[src/rtl/cla_pipe_addsub.sv]
// cla_pipe_addsub: pipelined carry-look-ahead adder/subtractor.
// 4-bit look-ahead groups, one register stage per GROUPS_PER_STAGE groups.
module cla_pipe_addsub #(
  parameter int WIDTH = 32,
  parameter int GROUPS_PER_STAGE = 2
) (
  input  logic             clk,
  input  logic             rst,
  input  logic             in_valid,
  output logic             in_ready,
  input  logic [WIDTH-1:0] a,
  input  logic [WIDTH-1:0] b,
  input  logic             cin,
  input  logic             sub,
  output logic             out_valid,
  input  logic             out_ready,
  output logic [WIDTH-1:0] sum,
  output logic             cout,
  output logic             ovf
);

  localparam int GPS = GROUPS_PER_STAGE;
  localparam int SW = 4 * GPS;
  localparam int NSTAGES = WIDTH / SW;

  // One 4-bit group: returns {carry into bit 3, group carry-out, sum}.
  function automatic logic [5:0] cla4(
    input logic [3:0] x,
    input logic [3:0] y,
    input logic       ci
  );
    logic [3:0] p;
    logic [3:0] g;
    logic c1, c2, c3, c4;
    p = x ^ y;
    g = x & y;
    c1 = g[0] | (p[0] & ci);
    c2 = g[1] | (p[1] & g[0]) | (p[1] & p[0] & ci);
    c3 = g[2] | (p[2] & g[1]) | (p[2] & p[1] & g[0])
       | (p[2] & p[1] & p[0] & ci);
    c4 = g[3] | (p[3] & g[2]) | (p[3] & p[2] & g[1])
       | (p[3] & p[2] & p[1] & g[0])
       | (p[3] & p[2] & p[1] & p[0] & ci);
    return {c3, c4, p ^ {c3, c2, c1, ci}};
  endfunction

  // Stage registers: operands still to process, finished sum bits,
  // stage carry-out and valid.
  logic [WIDTH-1:0] r_a [NSTAGES];
  logic [WIDTH-1:0] r_b [NSTAGES];
  logic [WIDTH-1:0] r_s [NSTAGES];
  logic             r_c [NSTAGES];
  logic             r_v [NSTAGES];
  logic             r_ovf;

  // Stage inputs and next-state values.
  logic [WIDTH-1:0] x_a [NSTAGES];
  logic [WIDTH-1:0] x_b [NSTAGES];
  logic [WIDTH-1:0] x_s [NSTAGES];
  logic             x_c [NSTAGES];
  logic [WIDTH-1:0] n_s [NSTAGES];
  logic             n_c [NSTAGES];
  logic             n_ovf;

  logic stall;

  assign stall = r_v[NSTAGES-1] & ~out_ready;
  assign in_ready = ~stall;

  assign out_valid = r_v[NSTAGES-1];
  assign sum = r_s[NSTAGES-1];
  assign cout = r_c[NSTAGES-1];
  assign ovf = r_ovf;

  // Select each stage's inputs: stage 0 from the ports, others from
  // the previous stage register. Subtract inverts b and the carry-in.
  always_comb begin
    x_a[0] = a;
    x_b[0] = sub ? ~b : b;
    x_s[0] = '0;
    x_c[0] = cin ^ sub;
    for (int k = 1; k < NSTAGES; k++) begin
      x_a[k] = r_a[k-1];
      x_b[k] = r_b[k-1];
      x_s[k] = r_s[k-1];
      x_c[k] = r_c[k-1];
    end
  end

  // Evaluate this stage's groups, chaining group carries combinationally.
  always_comb begin
    logic [WIDTH-1:0] s;
    logic             c;
    logic             c_top;
    logic [5:0]       t;
    int               idx;
    s = '0;
    c = 1'b0;
    c_top = 1'b0;
    t = '0;
    idx = 0;
    n_ovf = 1'b0;
    for (int k = 0; k < NSTAGES; k++) begin
      s = x_s[k];
      c = x_c[k];
      for (int g = 0; g < GPS; g++) begin
        idx = (k * GPS + g) * 4;
        t = cla4(x_a[k][idx +: 4], x_b[k][idx +: 4], c);
        s[idx +: 4] = t[3:0];
        c = t[4];
        c_top = t[5];
      end
      n_s[k] = s;
      n_c[k] = c;
    end
    n_ovf = c_top ^ c;
  end

  // Advance the whole pipeline unless the output is stalled.
  always_ff @(posedge clk) begin
    if (rst) begin
      for (int k = 0; k < NSTAGES; k++) begin
        r_a[k] <= '0;
        r_b[k] <= '0;
        r_s[k] <= '0;
        r_c[k] <= 1'b0;
        r_v[k] <= 1'b0;
      end
      r_ovf <= 1'b0;
    end else if (!stall) begin
      for (int k = 0; k < NSTAGES; k++) begin
        r_a[k] <= x_a[k];
        r_b[k] <= x_b[k];
        r_s[k] <= n_s[k];
        r_c[k] <= n_c[k];
      end
      r_v[0] <= in_valid;
      for (int k = 1; k < NSTAGES; k++) begin
        r_v[k] <= r_v[k-1];
      end
      r_ovf <= n_ovf;
    end
  end

endmodule

[config.mk]
export PLATFORM = sky130hd
export DESIGN_NAME = cla_pipe_addsub
export DESIGN_NICKNAME = d
export VERILOG_FILES = /design/src/rtl/cla_pipe_addsub.sv
export SDC_FILE = /design/constraint.sdc
export NUM_CORES = 1
export LEC_CHECK = 0
export BUFFER_PORTS_ARGS = -buffer_cell sky130_fd_sc_hd__buf_2
export CAP_MARGIN = 10
export CORE_ASPECT_RATIO = 0.5
export CORE_MARGIN = 2
export CORE_UTILIZATION = 45
export DETAILED_ROUTE_END_ITERATION = 10
export PLACE_DENSITY = 0.67
export REMOVE_ABC_BUFFERS = 1
export SKIP_LAST_GASP = 1
export SLEW_MARGIN = 25
export SYNTH_ARGS = -nofsm -noshare
export SYNTH_HDL_FRONTEND = slang
export SYNTH_SLANG_ARGS = --single-unit
[constraint.sdc]
create_clock -name clk -period 3.9 [get_ports clk]
set_clock_uncertainty 0.05 [all_clocks]
set_input_delay 0.195 -clock clk [delete_from_list [all_inputs] [get_ports clk]]
set_output_delay 0.195 -clock clk [all_outputs]
set_load 0.02 [all_outputs]
==> results of run 1 <==
## routing by layer
metal,up-vias,share of wire,wire [um],track usage
li1,2259,-,-,-
met1,2168,0.44,5650,0.164
met2,46,0.54,6850,0.255
met3,2,0.021,274,0.0252
met4,0,0.0018,23,0.0390
met5,-,0,0,0
## kinds of logic (layout without fill, tap and decap cells)
logic type      count (synthesis)  in the layout  share of synthesized area
simple gates                  212            212                      0.142
flops                         185            185                      0.668
compound gates                 51             51                     0.0420
xor+xnor                       47             47                     0.0518
buf+inv                        47            168                     0.0235
fa+ha+maj                      40             40                     0.0675
mux                             5              5                    0.00603
## worst max-delay path, cell delays in order (launching register included)
cell	delay, ns
edfxtp_1	0.40
ha_1	0.33
a211oi_1	0.31
o21bai_1	0.24
a21o_1	0.25
fa_1	0.37
xnor2_1	0.16
nor2_1	0.05
## metrics by stage
| step | hold slack (ns) | utilization | std cells | TNS (ns) | cell area, um2 |
|---|---|---|---|---|---|
| floorplan | 0.218 | - | 562 | -40.36 | 8190 |
| global placement | 0.378 | 0.498 | 912 | 0 | 9090 |
| detailed placement | 0.400 | 0.498 | 912 | 0 | 9100 |
| CTS | 0.00371 | 0.532 | 947 | 0 | 9710 |
| global route | 0.00146 | 0.532 | 948 | 0 | 9720 |
| finish | 0.0187 | 0.532 | 948 | 0 | 9720 |
## sequential cells by signal, indices dropped and copies added (netlist names)
signal	flops
ovf	1
r_c	4
r_a	48
r_b	48
r_s	80
r_v	4
## placed cells by master (no fill, tap or decap), types with 4 or more instances in the layout
cell,synthesis,final
dlygate4sd3_1,0,4
xor2_1,16,16
ha_1,32,32
o21ai_0,11,11
and2_1,126,126
edfxtp_1,184,184
a21o_1,7,7
mux2i_1,5,5
nand3_1,5,5
a211oi_1,8,8
inv_6,0,4
inv_1,22,22
nand2_1,9,9
buf_2,3,105
xnor2_1,30,30
o21a_1,4,4
nor2_1,52,52
clkbuf_16,0,17
fa_1,8,8
nand2b_1,6,5
o21bai_1,4,4
a21oi_1,11,11
clkinvlp_4,0,4
## power by group through the flow
stage / sequential, mW / combinational [mW] / clock [mW]
final: 2.38 / 0.411 / 1.69
after CTS: 2.38 / 0.418 / 1.74
after global routing: 2.40 / 0.465 / 1.82
after global placement: 2.42 / 0.400 / 0
after floorplan: 2.44 / 0.254 / 0
after detailed placement: 2.43 / 0.414 / 0
## area by class of cell
type	count	area [um2]
Clock inverter	12	143
Tap cell	240	300
Clock buffer	20	437
Timing Repair Buffer	114	628
Fill cell	1564	8540
Multi-Input combinational cell	355	2580
Inverter	22	82.6
Sequential cell	185	5550
## path summary, 6_finish.rpt
kind	from	end	cells after the start
setup / recovery	r_a[0][48]	r_s[0][85]	7
hold reg to reg	r_b[0][27]	r_b[0][59]	1
hold / removal	a[12]	r_a[0][12]	2
setup reg to reg	r_a[0][48]	r_s[0][85]	7
==> impl_metrics.yaml, run 1 <==
clocking:
  numCtsBuffers: 17
  worstSkewPairLatency_ns: 0.41
  clkSinkCount: 185
  cts_root_buf: "clkbuf_16"
  cts_tree: "built"
  clk_pin_slew_ns: 0.07
  cts-htree-levels: 4
  clockBufferDepth: 2
  post_cts_buffers: 0
  postCtsHoldBufs: 3
  cts.repair.resized: 0
route:
  drt-total-wl_um: 12800
  vias: 4475
  routed_via_density: 4.72
  first_pass_iters: 4
  wl_per_cell_um: 13.5
  dr.first_iter.drc_count: 215
  drc: 0
  drtAntennaViolNets: 0
timing:
  worst_pin_slew_ns: 0.628
  min_period_ns: 2.43
  slew_viol_final: 0
  setup_slack_ns: 1.47
  setup-violations-final: 0
  rsz0062_at_grt: "no"
  post-route-period-util: 0.622
  max_freq_mhz: 412
  hold_violations: 0
  slew_headroom: 0.581
synth:
  netlist_area_um2: 8310
  yosys.cell_types.count: 39
  ys_ff_latch: 185
  yosys_warnings: 0
  async_flop_share: 0
  yosys.area.top_type: "edfxtp_1"
  synth_seq_area_share: 0.668
  synth-edff-count: 184
  avgSynthCellArea_um2: 14.2
  yosysMostFrequentCell: "edfxtp_1"
  synth_commonest_cells: "184 x edfxtp_1, 126 x and2_1, 52 x nor2_1"
  synthFlopType: "edfxtp_1"
  synth_top_area_frac: 0.665
  syn_inst: 587
  yosys-top-cells-area: "edfxtp_1 67%, and2_1 9.5%, ha_1 4.8%, xnor2_1 3.2%, nor2_1 2.3%"
die:
  die_h_um: 100
  core_um2: 18300
  ioPinCount: 106
  row_count: 35
  die_width_um: 196
  die_area_um2: 19600
  start_util: 0.455
placed_design:
  io_buffers: 105
  dp_slack_ns: 1.33
  hpwlAfterDp_um: 8160
  gp_congestion: 0.791
worst_setup_path:
  cp-end-kind: "flop"
  critical_path_class: "reg2reg"
  r2r_slack_ns: 1.47
  cp.arrival_ns: 2.51
  critPathLaunchType: "flop"
  critPathRequiredTime_ns: 3.99
  path_max_fanout: 4
pwr:
  p_sw_mw: 0.994
  p_sw_frac: 0.222
  leakagePower_nw: 4.21
  power.density_nw_per_um2: 462
  power_frac_seq: 0.531
  clkPwrFrac: 0.378
  ir_drop_uv: 246
  total_power_mw: 4.49
  p_int_mw: 3.49
  p_comb_frac: 0.092
global_route:
  grt_max_degree: 126
  gr-total-overflow: 0
  grt_pass1_wl_um: 21100
  grt_antenna_before_repair: 0
  track_usage: 0.137
  grt_pass1_vias: 4413
outcome:
  status: "completed"
hold_path:
  hold_class: "in2reg"
layout:
  layout-drive-gt1-share: 0.209
  area_growth_pct: 17.0
  finalNetCount: 805
  n_antenna_cell: 0
flow_run:
  max_cap_viol_count: 0
Power figures use the tool's default switching activity.
==> inputs of run 2 (changes only) <==
Settings changed: ABC_AREA set to 1, PLACE_DENSITY 0.67 to 0.66.
Clock period 3.9 ns to 2.3 ns, I/O delays scaled along.
==> run 2 against run 1 <==
Effect of this change: global-route usage increased by 0.77 points; count of clock-buffer cells in the layout decreased by 3; combinational power increased by 120%; sequential power increased by 71%; die area increased by 4.2%; via count increased by 20%; worst setup slack got worse by 1.3 ns; register-to-register slack got worse by 1.3 ns; cell area increased by 7.9%; synthesized area increased by 4.3%; critical endpoint is now r_s[0][45].
==> impl_metrics.yaml, run 2 <==
synth:
  yosys-top-cells-area: "edfxtp_1 64%, nor2_1 8.1%, inv_1 7.3%, ha_1 4.6%, xnor2_1 2.8%"
  yosysMostFrequentCell: "nor2_1"
  yosys_warnings: 0
  ys_ff_latch: 185
  synthFlopType: "edfxtp_1"
  avgSynthCellArea_um2: 11.1
  async_flop_share: 0
  yosys.area.top_type: "edfxtp_1"
  netlist_area_um2: 8660
  synth-edff-count: 184
  yosys.cell_types.count: 32
  synth_seq_area_share: 0.640
  syn_inst: 783
  synth_commonest_cells: "188 x nor2_1, 184 x edfxtp_1, 169 x inv_1"
  synth_top_area_frac: 0.638
die:
  start_util: 0.466
  core_um2: 18600
  row_count: 35
  ioPinCount: 106
  die_area_um2: 20400
  die_h_um: 102
  die_width_um: 200
pwr:
  ir_drop_uv: 460
  leakagePower_nw: 4.85
  power.density_nw_per_um2: 739
route:
  dr.first_iter.drc_count: 285
  drtAntennaViolNets: 0
  drt-total-wl_um: 14200
  first_pass_iters: 4
  routed_via_density: 4.45
  wl_per_cell_um: 11.8
  drc: 0
  vias: 5381
worst_setup_path:
  slowest_delay_ns: 0.40
  path_cells: "ha_1 > or2_1 > nand3b_1 > nand2_1 > fa_1 > xnor2_1 > nor2_1"
  critPathRequiredTime_ns: 2.41
  path_buf_inv: 0
  cp_top_family: "adder cells"
  path_max_fanout: 3
  cp.depth: 7
  reg2reg_depth: 7
  cp_slowest_cell: "fa_1"
  cp-end-kind: "flop"
  cp.arrival_ns: 2.24
  critical_path_class: "reg2reg"
  critPathLaunchType: "flop"
global_route:
  grt_max_degree: 56
  gr-total-overflow: 0
  top_usage_layer: "met2"
  grt_pass1_vias: 5295
  met3_usage: 0.0284
  track_usage: 0.145
  grt_antenna_before_repair: 0
  grt_pass1_wl_um: 23500
  use_met2: 0.272
  use_met1: 0.161
clocking:
  cts-htree-levels: 4
  cts_root_buf: "clkbuf_16"
  cts_tree: "built"
  worstSkewPairLatency_ns: 0.42
  numCtsBuffers: 17
  clkSinkCount: 185
  clockBufferDepth: 2
  clk_pin_slew_ns: 0.07
  post_cts_buffers: 0
layout:
  top_register: "r_s"
  final_cell_mix: "188 x nor2_1, 184 x edfxtp_1, 169 x inv_1"
  final_util: 0.563
  n_antenna_cell: 0
  final_area_um2: 10500
  finalNetCount: 1047
  layout-drive-gt1-share: 0.166
  largest_reg_flops: 80
  area_growth_pct: 21.0
  ff_latch_area_um2: 5550
  nFillCells: 1578
  largest_registers: "r_s: 80 flops, r_a: 48 flops, r_b: 48 flops"
  final_common_cell: "nor2_1"
  multi_input_area_um2: 2270
  fin_cells: 1208
hold_path:
  hold_depth: 3
  hold_class: "in2reg"
timing:
  slew_headroom: 0.696
  rsz0062_at_grt: "no"
  post-route-period-util: 0.924
  slew_viol_final: 0
  max_freq_mhz: 471
  worst_pin_slew_ns: 0.456
  min_period_ns: 2.13
  hold_ws_ns: 0.0112
  setup_slack_ns: 0.175
  setup-violations-final: 0
  hold_violations: 0
outcome:
  status: "completed"
placed_design:
  gp_congestion: 0.819
  hpwlAfterDp_um: 9130
  placed_cell_area_um2: 9500
  io_buffers: 105
  post-place-cells: 1134
  dp_slack_ns: 0.151
flow_run:
  max_cap_viol_count: 0
==> run 2: logic make-up (layout without fill, tap and decap cells) <==
group / count (synthesis) / count (layout) / share of synthesized area
AO/OA/AOI/OAI: 40 / 40 / 0.0253
adder cells (fa/ha/maj): 40 / 40 / 0.0647
buffers and inverters: 199 / 365 / 0.0985
AND/OR/NAND/NOR: 278 / 278 / 0.129
XOR/XNOR: 41 / 41 / 0.0423
flip-flops: 185 / 185 / 0.640
==> run 2: worst paths after layout <==
kind / endpoint / slack, ns / start
worst max-delay path: r_s[0][45] / 0.17 / r_a[0][9]
worst max register to register: r_s[0][45] / 0.17 / r_a[0][9]
worst min register to register: ovf / 0.42 / ovf
worst min-delay path: r_b[0][28] / 0.01 / b[28]
==> run 2: metal layers <==
metal,vias to the layer above,share of wire,routed length [um]
met5,-,0,0
met4,0,0.020,284
met3,21,0.023,320
met2,67,0.53,7570
met1,2520,0.43,6050
li1,2773,-,-
==> run 2: what timing repair did <==
| item | CTS | global route |
|---|---|---|
| gates resized for setup | 0 | 0 |
| hold buffers | 42 | 1 |
| endpoints found under the hold margin | 42 | 1 |
| setup endpoints to repair | 0 | 0 |
==> run 2: cell type report <==
type / instances / share of cell area
tap: 259 / 0.0309
inverter: 175 / 0.0629
clock inverter: 14 / 0.0124
multi-input combinational: 399 / 0.217
timing repair buffer: 159 / 0.107
clock buffer: 17 / 0.0406
sequential: 185 / 0.529
==> run 2: power by group <==
group	switching, mW	internal (mW)
Combinational	0.509	0.384
Sequential	0.0758	4.00
Clock	1.34	1.43
==> run 2: worst reg2reg max path, delay by kind of cell (launching register included) <==
family | cells | cell delay, ns
flip-flops | 1 | 0.38
AND/OR/NAND/NOR | 4 | 0.54
XOR/XNOR | 1 | 0.16
adder cells (fa/ha/maj) | 2 | 0.73
==> run 2: per-stage QoR <==
step | power [mW] | TNS [ns]
finish | 7.74 | 0
detailed placement | 4.99 | 0
CTS | 7.82 | 0
floorplan | 4.72 | -597.13
global placement | 4.95 | 0
global route | 8.09 | 0
